==> config.mk <==
export PLATFORM = sky130hd
export DESIGN_NAME = conv_pixel_writer_flat
export DESIGN_NICKNAME = d
export VERILOG_FILES = /design/src/rtl/conv_pixel_writer_pkg.sv /design/src/rtl/conv_pixel_writer_if.sv /design/src/rtl/conv_pixel_writer_border_scan.sv /design/src/rtl/conv_pixel_writer.sv /design/src/flat_wrapper.sv
export SDC_FILE = /design/constraint.sdc
export NUM_CORES = 1
export LEC_CHECK = 0
export ABC_AREA = 1
export CORE_ASPECT_RATIO = 0.9
export CORE_MARGIN = 2
export CORE_UTILIZATION = 28
export CTS_BUF_LIST = sky130_fd_sc_hd__clkbuf_16
export DETAILED_ROUTE_END_ITERATION = 10
export PLACE_DENSITY_LB_ADDON = 0.12
export SLEW_MARGIN = 20
export SYNTH_ARGS = -nofsm -noshare
export SYNTH_HDL_FRONTEND = slang
export SYNTH_SLANG_ARGS = --single-unit
==> constraint.sdc <==
create_clock -name clk -period 4.25 [get_ports clk]
set_input_delay 1.0625 -clock clk [delete_from_list [all_inputs] [get_ports clk]]
set_output_delay 1.0625 -clock clk [all_outputs]
set_load 0.02 [all_outputs]
==> src/rtl/conv_pixel_writer_pkg.sv <==
// Shared types and helpers for the filter datapath writer stage.
// Holds the writer FSM state encoding and the RGB packing function.
package filter_pkg;

  typedef enum logic [1:0] {
    IDLE   = 2'd0,
    STREAM = 2'd1,
    BORDER = 2'd2,
    DONE   = 2'd3
  } writer_state_t;

  localparam int COLOUR_W = 24;

  // Framebuffer colour word ordering is {red, green, blue}.
  function automatic logic [COLOUR_W-1:0] pack_rgb(
    input logic [7:0] r,
    input logic [7:0] g,
    input logic [7:0] b
  );
    return {r, g, b};
  endfunction

endpackage

==> src/rtl/conv_pixel_writer_if.sv <==
// Stream-in / framebuffer-write bundle between the convolution stage,
// the pixel writer and the VGA adapter write port.
interface conv_pixel_writer_if #(
  parameter int XW = 8,
  parameter int YW = 7
);
  import filter_pkg::*;

  logic                start;
  logic                in_valid;
  logic [7:0]          red_in;
  logic [7:0]          green_in;
  logic [7:0]          blue_in;
  logic [XW-1:0]       x;
  logic [YW-1:0]       y;
  logic [COLOUR_W-1:0] colour;
  logic                plot;
  logic                busy;
  logic                frame_done;

  modport master (
    output start, in_valid, red_in, green_in, blue_in,
    input  x, y, colour, plot, busy, frame_done
  );

  modport slave (
    input  start, in_valid, red_in, green_in, blue_in,
    output x, y, colour, plot, busy, frame_done
  );

endinterface

==> src/rtl/conv_pixel_writer_border_scan.sv <==
// Border sequencer: walks top row, bottom row, left column, right column
// of the frame, one coordinate per i_go, and flags the final coordinate.
module border_scan #(
  parameter int WIDTH  = 160,
  parameter int HEIGHT = 120,
  parameter int XW     = 8,
  parameter int YW     = 7
) (
  input  logic          clk,
  input  logic          reset_n,
  input  logic          i_clr,
  input  logic          i_go,
  output logic [XW-1:0] o_x,
  output logic [YW-1:0] o_y,
  output logic          o_last
);

  localparam int CW = (XW > YW) ? XW : YW;

  typedef enum logic [1:0] {
    SEG_TOP   = 2'd0,
    SEG_BOT   = 2'd1,
    SEG_LEFT  = 2'd2,
    SEG_RIGHT = 2'd3
  } seg_t;

  seg_t          r_seg;
  seg_t          w_seg_next;
  logic [CW-1:0] r_pos;
  logic [CW-1:0] w_seg_end;

  // Column segments skip the corners already covered by the two rows.
  always_comb begin
    o_x        = '0;
    o_y        = '0;
    w_seg_end  = '0;
    w_seg_next = SEG_TOP;
    case (r_seg)
      SEG_TOP: begin
        o_x        = r_pos[XW-1:0];
        o_y        = '0;
        w_seg_end  = CW'(WIDTH - 1);
        w_seg_next = SEG_BOT;
      end
      SEG_BOT: begin
        o_x        = r_pos[XW-1:0];
        o_y        = YW'(HEIGHT - 1);
        w_seg_end  = CW'(WIDTH - 1);
        w_seg_next = SEG_LEFT;
      end
      SEG_LEFT: begin
        o_x        = '0;
        o_y        = r_pos[YW-1:0] + YW'(1);
        w_seg_end  = CW'(HEIGHT - 3);
        w_seg_next = SEG_RIGHT;
      end
      SEG_RIGHT: begin
        o_x        = XW'(WIDTH - 1);
        o_y        = r_pos[YW-1:0] + YW'(1);
        w_seg_end  = CW'(HEIGHT - 3);
        w_seg_next = SEG_TOP;
      end
      default: begin
        o_x        = '0;
        o_y        = '0;
        w_seg_end  = '0;
        w_seg_next = SEG_TOP;
      end
    endcase
  end

  assign o_last = (r_seg == SEG_RIGHT) && (r_pos == w_seg_end);

  // Position/segment counter; wraps back to the top-left after the last point.
  always_ff @(posedge clk or negedge reset_n) begin
    if (!reset_n) begin
      r_seg <= SEG_TOP;
      r_pos <= '0;
    end else if (i_clr) begin
      r_seg <= SEG_TOP;
      r_pos <= '0;
    end else if (i_go) begin
      if (r_pos == w_seg_end) begin
        r_pos <= '0;
        r_seg <= w_seg_next;
      end else begin
        r_pos <= r_pos + CW'(1);
      end
    end else begin
      r_pos <= r_pos;
      r_seg <= r_seg;
    end
  end

endmodule

==> src/rtl/conv_pixel_writer.sv <==
// Writes the filtered RGB stream into the framebuffer at window-centre
// positions, then paints the one-pixel frame border black.
module conv_pixel_writer
  import filter_pkg::*;
#(
  parameter int WIDTH  = 160,
  parameter int HEIGHT = 120,
  parameter int XW     = 8,
  parameter int YW     = 7
) (
  input  logic               clk,
  input  logic               reset_n,
  conv_pixel_writer_if.slave bus
);

  writer_state_t       r_state;
  logic [XW-1:0]       r_xi;
  logic [YW-1:0]       r_yi;
  logic [XW-1:0]       r_x;
  logic [YW-1:0]       r_y;
  logic [COLOUR_W-1:0] r_colour;
  logic                r_plot;
  logic                r_busy;
  logic                r_done;

  logic                w_centre;
  logic                w_row_end;
  logic                w_frame_end;
  logic [XW-1:0]       w_bx;
  logic [YW-1:0]       w_by;
  logic                w_blast;
  logic                w_scan_go;
  logic                w_scan_clr;

  // A 3x3 window is complete once two full rows and two columns have arrived.
  assign w_centre    = (r_xi >= XW'(2)) && (r_yi >= YW'(2));
  assign w_row_end   = (r_xi == XW'(WIDTH - 1));
  assign w_frame_end = w_row_end && (r_yi == YW'(HEIGHT - 1));
  assign w_scan_go   = (r_state == BORDER);
  assign w_scan_clr  = (r_state == IDLE);

  border_scan #(
    .WIDTH  (WIDTH),
    .HEIGHT (HEIGHT),
    .XW     (XW),
    .YW     (YW)
  ) u_border_scan (
    .clk     (clk),
    .reset_n (reset_n),
    .i_clr   (w_scan_clr),
    .i_go    (w_scan_go),
    .o_x     (w_bx),
    .o_y     (w_by),
    .o_last  (w_blast)
  );

  // Writer FSM with input raster counters and registered write port.
  always_ff @(posedge clk or negedge reset_n) begin
    if (!reset_n) begin
      r_state  <= IDLE;
      r_xi     <= '0;
      r_yi     <= '0;
      r_x      <= '0;
      r_y      <= '0;
      r_colour <= '0;
      r_plot   <= 1'b0;
      r_busy   <= 1'b0;
      r_done   <= 1'b0;
    end else begin
      case (r_state)
        IDLE: begin
          r_plot <= 1'b0;
          r_done <= 1'b0;
          if (bus.start) begin
            r_state <= STREAM;
            r_xi    <= '0;
            r_yi    <= '0;
            r_busy  <= 1'b1;
          end else begin
            r_busy  <= 1'b0;
          end
        end
        STREAM: begin
          if (bus.in_valid) begin
            if (w_centre) begin
              r_plot   <= 1'b1;
              r_x      <= r_xi - XW'(1);
              r_y      <= r_yi - YW'(1);
              r_colour <= pack_rgb(bus.red_in, bus.green_in, bus.blue_in);
            end else begin
              r_plot   <= 1'b0;
            end
            if (w_row_end) begin
              r_xi <= '0;
              r_yi <= r_yi + YW'(1);
            end else begin
              r_xi <= r_xi + XW'(1);
            end
            if (w_frame_end) begin
              r_state <= BORDER;
            end else begin
              r_state <= STREAM;
            end
          end else begin
            r_plot <= 1'b0;
          end
        end
        BORDER: begin
          r_plot   <= 1'b1;
          r_x      <= w_bx;
          r_y      <= w_by;
          r_colour <= '0;
          if (w_blast) begin
            r_state <= DONE;
          end else begin
            r_state <= BORDER;
          end
        end
        DONE: begin
          r_plot  <= 1'b0;
          r_done  <= 1'b1;
          r_busy  <= 1'b0;
          r_state <= IDLE;
        end
        default: begin
          r_state <= IDLE;
          r_plot  <= 1'b0;
          r_done  <= 1'b0;
          r_busy  <= 1'b0;
        end
      endcase
    end
  end

  assign bus.x          = r_x;
  assign bus.y          = r_y;
  assign bus.colour     = r_colour;
  assign bus.plot       = r_plot;
  assign bus.busy       = r_busy;
  assign bus.frame_done = r_done;

endmodule

==> src/flat_wrapper.sv <==
// flat-port wrapper written by rule: the top's interface ports become plain ports
module conv_pixel_writer_flat import filter_pkg::*;
#(
  parameter int WIDTH  = 160,
  parameter int HEIGHT = 120,
  parameter int XW     = 8,
  parameter int YW     = 7
)
  (clk, reset_n, bus_start, bus_in_valid, bus_red_in, bus_green_in, bus_blue_in, bus_x, bus_y, bus_colour, bus_plot, bus_busy, bus_frame_done);
  conv_pixel_writer_if #(.XW(XW), .YW(YW)) bus_i ();
  input  logic clk;
  input  logic reset_n;
  input wire logic [$bits(bus_i.start)-1:0] bus_start;
  input wire logic [$bits(bus_i.in_valid)-1:0] bus_in_valid;
  input wire logic [$bits(bus_i.red_in)-1:0] bus_red_in;
  input wire logic [$bits(bus_i.green_in)-1:0] bus_green_in;
  input wire logic [$bits(bus_i.blue_in)-1:0] bus_blue_in;
  output wire logic [$bits(bus_i.x)-1:0] bus_x;
  output wire logic [$bits(bus_i.y)-1:0] bus_y;
  output wire logic [$bits(bus_i.colour)-1:0] bus_colour;
  output wire logic [$bits(bus_i.plot)-1:0] bus_plot;
  output wire logic [$bits(bus_i.busy)-1:0] bus_busy;
  output wire logic [$bits(bus_i.frame_done)-1:0] bus_frame_done;
  assign bus_i.start = bus_start;
  assign bus_i.in_valid = bus_in_valid;
  assign bus_i.red_in = bus_red_in;
  assign bus_i.green_in = bus_green_in;
  assign bus_i.blue_in = bus_blue_in;
  assign bus_x = bus_i.x;
  assign bus_y = bus_i.y;
  assign bus_colour = bus_i.colour;
  assign bus_plot = bus_i.plot;
  assign bus_busy = bus_i.busy;
  assign bus_frame_done = bus_i.frame_done;
  conv_pixel_writer #(.WIDTH(WIDTH), .HEIGHT(HEIGHT), .XW(XW), .YW(YW)) u_core (.clk(clk), .reset_n(reset_n), .bus(bus_i));
endmodule
==> run metrics, run 1 <==
status=finished, final reports clean; first-pass GRT wire length=18200 um; Worst Tran Pin Value=924 ps; Ant. Diodes=0; biggest area consumer among synthesized cells=dfrtp_1; crit-path max FO=31; post-synthesis sequential element count=69; GP Congestion=0.872; CTS H-tree lvls=3; area of the core=13500 um2; Worst Hold Class=register to register; drt drc=0; Root Driver=clkbuf_16; power per cell area=444 nW/um2; Mapped Area=3910 um2; Die ar.=14900 um2; Final setup violation count=0; pin count of the biggest net entering global routing=70; area share of the largest cell type after synthesis=44.2%; Worst R2R Path Depth=8; EDFF count, synth=0; Routed WL=11200 um; CP startpoint kind=primary input; Seq/Total Area, Yosys=44.2%; clk buf depth=2; GRT overflow=0; Synth cell types=33; vias in the first global route=3449; fin crit share=61.6%; critical path arrival=2890 ps; quantity of gates resized following cts=0; clk_lat worst skew=340 ps; hold violation count in the final report=0; CP required=4530 ps; slew margin rel.=38.4%; TritonRoute pass-1 iters=5; number of buffers created by CTS=9; flop2flop setup slack=1830 ps; NumNets Final=623; f_max=382 MHz; Async SR Flop Fraction=100%; cts hold-fix bufs=0; Via Count=3542; Routed Antenna Nets=0; Worst-path clk slew=60 ps; synth top area cells=dfrtp_1 (44%), nand2_1 (16%), nand3_1 (9.7%); initial antenna violation count=0; DP HPWL=7910 um; post-route cell area=5060 um2; Syn Area/Cell=7.65 um2; Layout Cells excl Fill=751; DP Area=4720 um2; Synth Warn #=0; Period minus WS final=2620 ps; Mapped Cells=511; PortBufs=69; DP Worst Slack=1250 ps; number of I/O pins=70; Max-Cap Viols=0; Setup Fix Bufs, Post-CTS=0; setup ws final=1630 ps; drt via density=4.72; P_leak=2.50 nW; setup total negative slack=0 ps; syn nets=556; dpl cells=735; pins over their slew limit=0; drt wl/cell=14.9 um; total track usage=15.7%; most frequent cell after synthesis=nand2_1; Area growth syn-to-layout=29.4%; FP Rows=40; First DRT Iteration DRCs=258; Post-synth top cells=nand2_1 (171), nand3_1 (76), dfrtp_1 (69); WS Path Type=primary input to register; Die H=116 um; skew final=6.79 ps; RSZ-0062 raised after global routing=false; WHS Path Cells=2; WHS=505 ps; layout cells sized above 1=7.55%; CTS tree=done; VDD IR max=0.000191 V; die width=129 um; CTS Sinks=69; critical path capture point type=register; initial core utilization=28.9%; Primary FF master, synth=dfrtp_1
## cells in the final DEF, fill, tap and decap left out, types with 2 or more instances in the layout
cell type and count:
ha_1 17, buf_4 3, clkbuf_16 9, nor2_2 4, clkinv_2 3, nor3_1 6, nand2_2 4, xor2_1 4
or2_2 2, nand2_1 171, inv_1 40, o21ai_1 3, nor2_1 30, nand3_1 76, nor2_4 4, a22oi_1 5
o22ai_1 4, bufinv_16 3, nand4_1 3, inv_2 6, a21oi_1 13, clkdlybuf4s50_1 68, o21ai_0 25, dfrtp_1 69
## sequential cells by signal (all words and copies together) (netlist names), named ones only
signal                      flops
u_core.bus.frame_done           1
u_core.u_border_scan.r_seg      2
u_core.bus.colour              24
u_core.r_state                  1
u_core.bus.busy                 1
u_core.bus.plot                 1
u_core.bus.y                    7
u_core.r_yi                     7
u_core.u_border_scan.r_pos      8
u_core.bus.x                    8
u_core.r_xi                     8
## through the flow
step | total power [mW] | util (%)
after floorplan | 1.15 | -
after global placement | 1.39 | 34.9
after detailed placement | 1.40 | 34.9
after CTS | 2.28 | 37.4
after global routing | 2.37 | 37.4
final | 2.25 | 37.4
## layer usage
| layer | wire length (um) | track usage, % | part of all wire (%) |
|---|---|---|---|
| met5 | 0 | 0 | 0 |
| met4 | 223 | 6.01 | 2.0 |
| met3 | 545 | 3.66 | 4.9 |
| met2 | 4930 | 23.7 | 44 |
| met1 | 5480 | 22.1 | 49 |
## critical path, stage by stage
cell and delay, ps:
clkdlybuf4s50_1 460, inv_1 80, nor2_4 140, nand3_4 150
buf_4 320, nor2_4 480, nand2_1 120, nand2_1 80
## kinds of logic after synthesis
family	after synthesis	share of synthesized area, %
AND/OR/NAND/NOR	303	34.2
flip-flops	69	44.2
buffers and inverters	62	7.14
AO/OA/AOI/OAI	55	7.94
adder cells (fa/ha/maj)	17	5.44
XOR/XNOR	5	1.12
## worst paths after layout
| check | start | endpoint |
|---|---|---|
| max | bus_in_valid | u_core.bus.colour[22]$_DFFE_PN0P_ |
| min | u_core.bus.colour[4]$_DFFE_PN0P_ | u_core.bus.colour[4]$_DFFE_PN0P_ |
| max reg2reg | register | u_core.bus.x[7]$_DFFE_PN0P_ |
| min reg2reg | u_core.bus.colour[4]$_DFFE_PN0P_ | u_core.bus.colour[4]$_DFFE_PN0P_ |
| max in group asynchronous | reset_n | u_core.bus.colour[11]$_DFFE_PN0P_ |
| min in group asynchronous | reset_n | u_core.r_xi[2]$_DFFE_PN0P_ |
## area by class of cell
| type | instances | area (um2) |
|---|---|---|
| fill | 1382 | 8450 |
| sequential | 69 | 1730 |
| timing repair buffer | 71 | 703 |
| clock inverter | 7 | 114 |
| clock buffer | 9 | 225 |
| tap | 168 | 210 |
| multi-input combinational | 380 | 1900 |
| inverter | 47 | 176 |
## power by group
part,switching [mW],internal [mW],leakage (nW)
Sequential,0.0860,0.748,0.855
Clock,0.299,0.571,0.169
Combinational,0.309,0.235,1.47
Total,0.693,1.55,2.50
(Power assumes the default switching activity.)
==> run 2: changes to the inputs <==
==> constraint.sdc (replaced) <==
create_clock -name clk -period 2.2 [get_ports clk]
set_input_delay 0.55 -clock clk [delete_from_list [all_inputs] [get_ports clk]]
set_output_delay 0.55 -clock clk [all_outputs]
set_load 0.02 [all_outputs]
==> run 2 against run 1 <==
Final cell count up 2.3%. Clock skew down 0.75 ps. First-iteration DRC count down 32%. Largest cell class unchanged. Highest routed layer unchanged.
==> run metrics, run 2 (same netlist as run 1, synthesis figures left out) <==
status=finished, final reports clean; clk_lat worst skew=340 ps (about the same); P_leak=2.57 nW (+3.0%); commonest cells after routing, fill and taps aside=nand2_1 (171), nand3_1 (75), dfrtp_1 (68), clkdlybuf4s50_1 (68), inv_1 (42); drt via density=4.69 (-0.58%); Root Driver=clkbuf_16; total power=4.08 mW (+82%); WS Path Type=register to register; power per cell area=789 nW/um2 (+78%); delay-heaviest family, CP=simple AND/OR/NAND/NOR gates; drt wl/cell=14.4 um (-3.1%); number of I/O pins=70 (unchanged); CTS Sinks=69 (unchanged); DP HPWL=8230 um (+4.1%); GP Congestion=0.900 (+3.2%); TritonRoute pass-1 iters=4 (-1); first-pass GRT wire length=18300 um (+0.50%); Period minus WS final=1950 ps; RSZ-0062 raised after global routing=false; Worst Tran Pin Value=552 ps (-372 ps); Routed Antenna Nets=0 (unchanged); Routed WL=11100 um (-0.88%); Worst Hold Class=primary input to asynchronous set/reset pin; Worst-path clk slew=60 ps (about the same); Crit Reg-Reg Endpoint=u_core.u_border_scan.r_seg[0]$_DFFE_PN0P_; clk buf depth=2 (unchanged); Final setup violation count=0 (unchanged); setup total negative slack=0 ps (unchanged); initial antenna violation count=0 (unchanged); f_max=513 MHz; First DRT Iteration DRCs=176 (-32%); cts hold-fix bufs=0 (unchanged); NumNets Final=640 (+2.7%); critical path capture point type=register; FP Rows=40 (unchanged); fin crit share=88.6%; Via Count=3601 (+1.7%); area of the core=13500 um2 (unchanged); Area growth syn-to-layout=32.5%; critical path arrival=2170 ps (-720 ps); Die ar.=14900 um2 (unchanged); CP required=2420 ps (-2110 ps); crit-path max FO=5 (-84%); CP startpoint kind=register; most common cell after layout, fill and taps aside=nand2_1; hold violation count in the final report=0 (unchanged); CTS tree=done; vias in the first global route=3485 (+1.0%); CTS H-tree lvls=3 (unchanged); layout cells sized above 1=10.2% (+2.6 points); slowest CP cell=dfrtp_2; Worst R2R Path Depth=13 (+5); cells along the critical path=inv_1 > ha_1 > inv_1 > nand2_1 > inv_1 > ha_1 > nand2_1 > nor2_2 > nand3_1 > nand2_1 > nand2_1 > nand2_1 > o21ai_0; die width=129 um (unchanged); skew final=6.03 ps (-0.754 ps); pins over their slew limit=0 (unchanged); pin count of the biggest net entering global routing=41 (-41%); drt drc=0 (unchanged); fillcell total=1377 (-0.36%); worst r2r src=u_core.u_border_scan.r_seg[0]$_DFFE_PN0P_; GRT overflow=0 (unchanged); number of buffers created by CTS=9 (unchanged); Die H=116 um (unchanged); slowest stage delay, CP=440 ps (-40 ps); Max-Cap Viols=0 (unchanged); slew margin rel.=63.2% (+25 points); Largest register FFs=24 (unchanged); CP most frequent cell=nand2_1; buffers and inverters on the worst path=3 (unchanged); flop2flop setup slack=250 ps (-1580 ps); Ant. Diodes=0 (unchanged); PortBufs=69 (unchanged); total track usage=16.0% (+0.25 points); initial core utilization=28.9% (unchanged); VDD IR max=0.000359 V (+88%)
## run 2: per-stage QoR
step / utilization [%] / hold WS [ps] / area, um2 / cells / setup slack, ps
final: 38.3 / 195 / 5180 / 768 / 251
after global routing: 38.3 / 238 / 5180 / 768 / 18.6
after CTS: 38.3 / 211 / 5170 / 768 / 172
after detailed placement: 36.1 / 489 / 4880 / 752 / 90.1
after global placement: 36.1 / 477 / 4880 / 752 / 118
after floorplan: - / 254 / 3910 / 511 / 445
## run 2: worst max-delay path by stage
stage / startpoint / to / depth (start not counted)
floorplan: u_core.u_border_scan.r_seg[0]$_DFFE_PN0P_ / u_core.u_border_scan.r_pos[2]$_DFFE_PN0P_ / 13
global placement: bus_in_valid / u_core.bus.colour[16]$_DFFE_PN0P_ / 7
detailed placement: bus_in_valid / u_core.bus.colour[16]$_DFFE_PN0P_ / 7
CTS: u_core.u_border_scan.r_seg[0]$_DFFE_PN0P_ / u_core.u_border_scan.r_pos[2]$_DFFE_PN0P_ / 13
global route: u_core.u_border_scan.r_seg[0]$_DFFE_PN0P_ / u_core.u_border_scan.r_seg[1]$_DFFE_PN0P_ / 13
finish: u_core.u_border_scan.r_seg[0]$_DFFE_PN0P_ / u_core.u_border_scan.r_seg[0]$_DFFE_PN0P_ / 13
## run 2: report_power, final
part	switching, mW	internal (mW)	leakage (nW)
sequential	0.166	1.44	0.853
combinational	0.596	0.465	1.57
clock	0.552	0.860	0.145
## run 2: final cells by class
| cell class | instances | area [um2] | area share (%) |
|---|---|---|---|
| Multi-Input combinational cell | 380 | 1910 | 36.9 |
| Sequential cell | 69 | 1730 | 33.4 |
| Timing Repair Buffer | 88 | 868 | 16.8 |
| Clock buffer | 9 | 225 | 4.35 |
| Tap cell | 168 | 210 | 4.06 |
| Inverter | 47 | 176 | 3.41 |
| Clock inverter | 7 | 58.8 | 1.14 |
## run 2: metal layers
metal  up-vias  GRT usage [%]  routed length [um]  share of wire, %
li1       1828              -                   -                 -
met1      1695           21.9                5500                50
met2        71           25.1                5050                46
met3         7           3.89                 404               3.6
met4         0           5.00                 131               1.2
met5         -              0                   0                 0
## run 2: what timing repair did
action                     4_1_cts  5_1_grt
setup endpoints to repair        0        6
resized for setup                0        3
setup buffers                    0        0
